`src/rtl/logic_unit_seq.sv`:
```
// Registered eight-function bitwise logic unit with valid/ready direct path
// and a built-in truth-table sweep that folds results into a signature.
module logic_unit_seq #(
    parameter int WIDTH      = 8,
    parameter int SWEEP_BITS = 2
) (
    input  logic             clk,
    input  logic             rst,
    input  logic             ena,
    input  logic             mode,
    input  logic [2:0]       op,
    input  logic             in_valid,
    output logic             in_ready,
    input  logic [WIDTH-1:0] a,
    input  logic [WIDTH-1:0] b,
    output logic             out_valid,
    input  logic             out_ready,
    output logic [WIDTH-1:0] result,
    input  logic             start,
    output logic             busy,
    output logic             done,
    output logic [WIDTH-1:0] signature
);

    localparam int CW = 2 * SWEEP_BITS;

    typedef enum logic [1:0] {
        IDLE = 2'd0,
        RUN  = 2'd1,
        DONE = 2'd2
    } state_t;

    state_t            state;
    state_t            state_n;
    logic [CW-1:0]     cnt;
    logic [2:0]        op_q;
    logic [WIDTH-1:0]  sweep_a;
    logic [WIDTH-1:0]  sweep_b;
    logic [WIDTH-1:0]  sweep_f;
    logic              xfer;
    logic              start_ok;
    logic              last_vec;

    function automatic logic [WIDTH-1:0] logic_fn(
        input logic [WIDTH-1:0] x,
        input logic [WIDTH-1:0] y,
        input logic [2:0]       sel
    );
        logic [WIDTH-1:0] r;
        unique case (sel)
            3'd0: r = x & y;
            3'd1: r = x | y;
            3'd2: r = x ^ y;
            3'd3: r = ~(x & y);
            3'd4: r = ~(x | y);
            3'd5: r = ~(x ^ y);
            3'd6: r = ~x;
            3'd7: r = ~y;
        endcase
        return r;
    endfunction

    // Sweep operands are the two halves of the vector counter, zero-extended.
    assign sweep_a  = {{(WIDTH-SWEEP_BITS){1'b0}}, cnt[SWEEP_BITS-1:0]};
    assign sweep_b  = {{(WIDTH-SWEEP_BITS){1'b0}}, cnt[CW-1:SWEEP_BITS]};
    assign sweep_f  = logic_fn(sweep_a, sweep_b, op_q);
    assign last_vec = &cnt;

    // Reset is folded in so no operand is accepted while rst is held.
    assign in_ready = ~rst & ena & ~mode & (state != RUN)
                    & (~out_valid | out_ready);
    assign xfer     = in_valid & in_ready;

    // A pending direct result must drain before a sweep may begin.
    assign start_ok = ena & mode & start & ~out_valid;

    // Next-state and status decode for the sweep sequencer.
    always_comb begin
        state_n = state;
        busy    = 1'b0;
        done    = 1'b0;
        case (state)
            IDLE: begin
                if (start_ok) state_n = RUN;
            end
            RUN: begin
                busy = 1'b1;
                if (ena && last_vec) state_n = DONE;
            end
            DONE: begin
                done = 1'b1;
                if (start_ok)
                    state_n = RUN;
                else if (ena && !mode)
                    state_n = IDLE;
            end
            default: state_n = IDLE;
        endcase
    end

    // Sweep state register.
    always_ff @(posedge clk) begin
        if (rst)
            state <= IDLE;
        else
            state <= state_n;
    end

    // Direct-mode output stage: load on transfer, clear valid on drain.
    always_ff @(posedge clk) begin
        if (rst) begin
            out_valid <= 1'b0;
            result    <= '0;
        end else if (ena) begin
            if (xfer) begin
                result    <= logic_fn(a, b, op);
                out_valid <= 1'b1;
            end else if (out_ready) begin
                out_valid <= 1'b0;
            end
        end
    end

    // Sweep datapath: clear on entry, then fold one vector per enabled cycle.
    always_ff @(posedge clk) begin
        if (rst) begin
            cnt       <= '0;
            signature <= '0;
            op_q      <= 3'd0;
        end else if (ena) begin
            if (state != RUN && state_n == RUN) begin
                cnt       <= '0;
                signature <= '0;
                op_q      <= op;
            end else if (state == RUN) begin
                signature <= {signature[WIDTH-2:0], signature[WIDTH-1]}
                           ^ sweep_f;
                if (!last_vec)
                    cnt <= cnt + {{(CW-1){1'b0}}, 1'b1};
            end
        end
    end

endmodule

```
`config.mk`:
```
export PLATFORM = sky130hd
export DESIGN_NAME = logic_unit_seq
export DESIGN_NICKNAME = d
export VERILOG_FILES = /design/src/rtl/logic_unit_seq.sv
export SDC_FILE = /design/constraint.sdc
export NUM_CORES = 1
export LEC_CHECK = 0
export BUFFER_PORTS_ARGS = -buffer_cell sky130_fd_sc_hd__buf_2
export CAP_MARGIN = 25
export CORE_ASPECT_RATIO = 1.2
export CORE_UTILIZATION = 40
export DETAILED_ROUTE_END_ITERATION = 6
export SLEW_MARGIN = 20
export SYNTH_ARGS = -nofsm -noshare
export SYNTH_HDL_FRONTEND = slang
export SYNTH_SLANG_ARGS = --single-unit
```
`constraint.sdc`:
```
create_clock -name clk -period 2.3 [get_ports clk]
set_clock_uncertainty 0.15 [all_clocks]
set_input_delay 0.23 -clock clk [delete_from_list [all_inputs] [get_ports clk]]
set_output_delay 0.23 -clock clk [all_outputs]
set_load 0.05 [all_outputs]
```
==> results.toml <==
[floorplan]
fp.dieW_um = 69.6
dieArea_sq_um = 5790
start_util = 0.414
rows = 29
die_h_um = 83.1
core_area_sq_um = 5300
pin_count = 46

[routing]
totalWireLength_um = 5000
wl_per_cell_um = 12.9
vias = 2067
drt-vias-per-instance = 5.34
first_iter_violations = 108
dr.pass1.iters = 4
ant_nets = 0
drcViolationCount = 0

[critical_path]
crit_type = "reg2reg"
path_cells = "and4bb_2 > o21a_1 > nand2_1 > or3_1 > a21oi_1"
crit_fanout = 10
cpMaxStageDelayCell = "or3_1"
cp.arrival_ps = 1980
path_buf_inv = 0
crit_path_start = "out_valid"
end_kind = "flop"
crit_path_start_kind = "flop"
max_stage_delay_ps = 370
r2r-start = "out_valid"
critPathRequiredTime_ps = 2360
crit_family = "simple AND/OR/NAND/NOR gates"

[status]
status = "finished clean"

[timing]
setup-tns-final_ps = 0
maxSlewHeadroom = 0.683
setup_viol_count_final = 0
final-hold-violation-count = 0
hold_slack_ps = 139
worst_pin_slew_ps = 474
slew_violations = 0
max_freq_ghz = 0.523
fin_crit_sh = 0.832
grt_setup_unrepaired = "false"
period_minus_slack_ps = 1910

[synthesis]
synth.avg_cell_area_sq_um = 7.62
synth_edf_count = 0
synth_warnings = 0
ys_types = 51
synth_largest_area_cell = "dfxtp_1"
async_flop_share = 0
ys.flop_type = "dfxtp_1"
synth_top_area_frac = 0.237
netlist_area_sq_um = 2190
syn-num-nets = 335
synth_seq_cells = 26
yosysMostFrequentCell = "nand2_1"
synthTopCellsByCount = "nand2_1 (30), nor2_1 (28), a21oi_1 (27)"
seq_area_frac_synth = 0.237
syn_inst = 288
yosys-top-cells-area = "dfxtp_1 (24%), ha_1 (12%), a21oi_1 (6.2%), nand2_1 (5.1%), nor2_1 (4.8%)"

[grt]
overflow = 0
grt_max_degree = 27
grt_pass1_wl_um = 8780
grt_pass1_vias = 1950
track_usage = 0.181
antenna_found_initial = 0

[power_and_ir_drop]
p_comb_frac = 0.252
p_sw_mw = 0.343
clock_power_share = 0.337
p_per_area_nw_per_um2 = 458
p_leak_nw = 1.14
p_int_mw = 0.810
seq_power_share = 0.412
p_sw_frac = 0.297
peakVddDrop_v = 0.000221

[finish]
seq_area_sq_um = 520
multi_input_area_sq_um = 1490
finalNetCount = 373
antenna_cells = 0
fillers = 572
layout.cells.non_filler = 387
final_layout_size_suffix_gt1_frac = 0.200
areaGrowthSynthToFinish_pct = 14.8

[cts]
root_buffer = "clkbuf_8"
numCtsBuffers = 3
holdBufCountCts = 0
ctsResizeCount = 0
h-tree-depth = 1
clk_pin_slew_ps = 100
clk_latency_ps = 280
cts_tree = "yes"
postCtsSetupBuffers = 0
cts.sinks = 26
clockBufferDepth = 2

[place]
port_buffers = 45
place.gp.congestion = 0.767
dp_hpwl_um = 3870
dp_cells = 383

[hold_path]
hold_start = "out_ready"
hp-class = "in2reg"

[run]
maxCapViolations = 0
## worst min-delay path, stage by stage
cell and delay (ps):
buf_2 110, nand2_1 60, a21oi_1 60, nor2_1 80
## cells in the final DEF, fill, tap and decap left out, types with 4 or more instances in the layout
master,count
a211oi_1,4
nand2b_1,7
xnor2_1,8
nand3_1,14
o32ai_1,5
nor2_1,28
mux2i_1,9
o22ai_1,8
buf_4,5
ha_1,21
o21ai_0,11
inv_1,26
buf_2,45
dfxtp_1,26
a21oi_1,27
nand2_1,30
## layout make-up
class,instances,area share
repair buffers,50,0.104
flip-flops and latches,26,0.207
well taps,62,0.0308
clock inverters,1,0.0119
clock buffers,3,0.0164
multi-input cells,218,0.590
inverters,27,0.0402
## routing by layer
| layer | track usage | vias to the layer above | part of all wire |
|---|---|---|---|
| met1 | 0.228 | 921 | 0.46 |
| li1 | - | 1091 | - |
| met2 | 0.316 | 48 | 0.49 |
| met3 | 0.0206 | 7 | 0.033 |
| met5 | 0 | - | 0 |
| met4 | 0.0655 | 0 | 0.016 |
## stage by stage
stage                     setup slack, ps  utilization  cell area (sq um)  total power [mW]
after floorplan                      69.7            -               2190             0.702
after global placement                419        0.462               2450             0.775
after detailed placement              407        0.462               2450             0.777
after CTS                             365        0.475               2520              1.17
after global routing                  192        0.475               2520              1.22
final                                 387        0.475               2520              1.15
## worst paths after layout
kind / depth (start not counted) / endpoint / slack, ps
setup / recovery: 5 / cnt[3] / 390
hold / removal: 4 / out_valid / 140
setup reg to reg: 5 / cnt[3] / 390
hold reg to reg: 2 / signature[5] / 340
## registers in the layout, summed over array words and instances (netlist names)
signal and count:
cnt 4, op_q 3, out_valid 1, result 8
signature 8, state 2
## cell families after synthesis
family / synth area share
and+or+nand+nor: 0.234
AOI/OAI and AO/OA: 0.224
buffers and inverters: 0.0861
DFF: 0.237
adders and majority gates: 0.120
muxes: 0.0667
xor gates and xnor gates: 0.0319
## power groups by stage
stage | clock (mW) | sequential, mW | combinational, mW
final | 0.388 | 0.474 | 0.290
after detailed placement | 0 | 0.485 | 0.292
after CTS | 0.401 | 0.475 | 0.293
after global routing | 0.414 | 0.477 | 0.326
after floorplan | 0 | 0.508 | 0.195
after global placement | 0 | 0.485 | 0.290
Power figures use the tool's default switching activity.
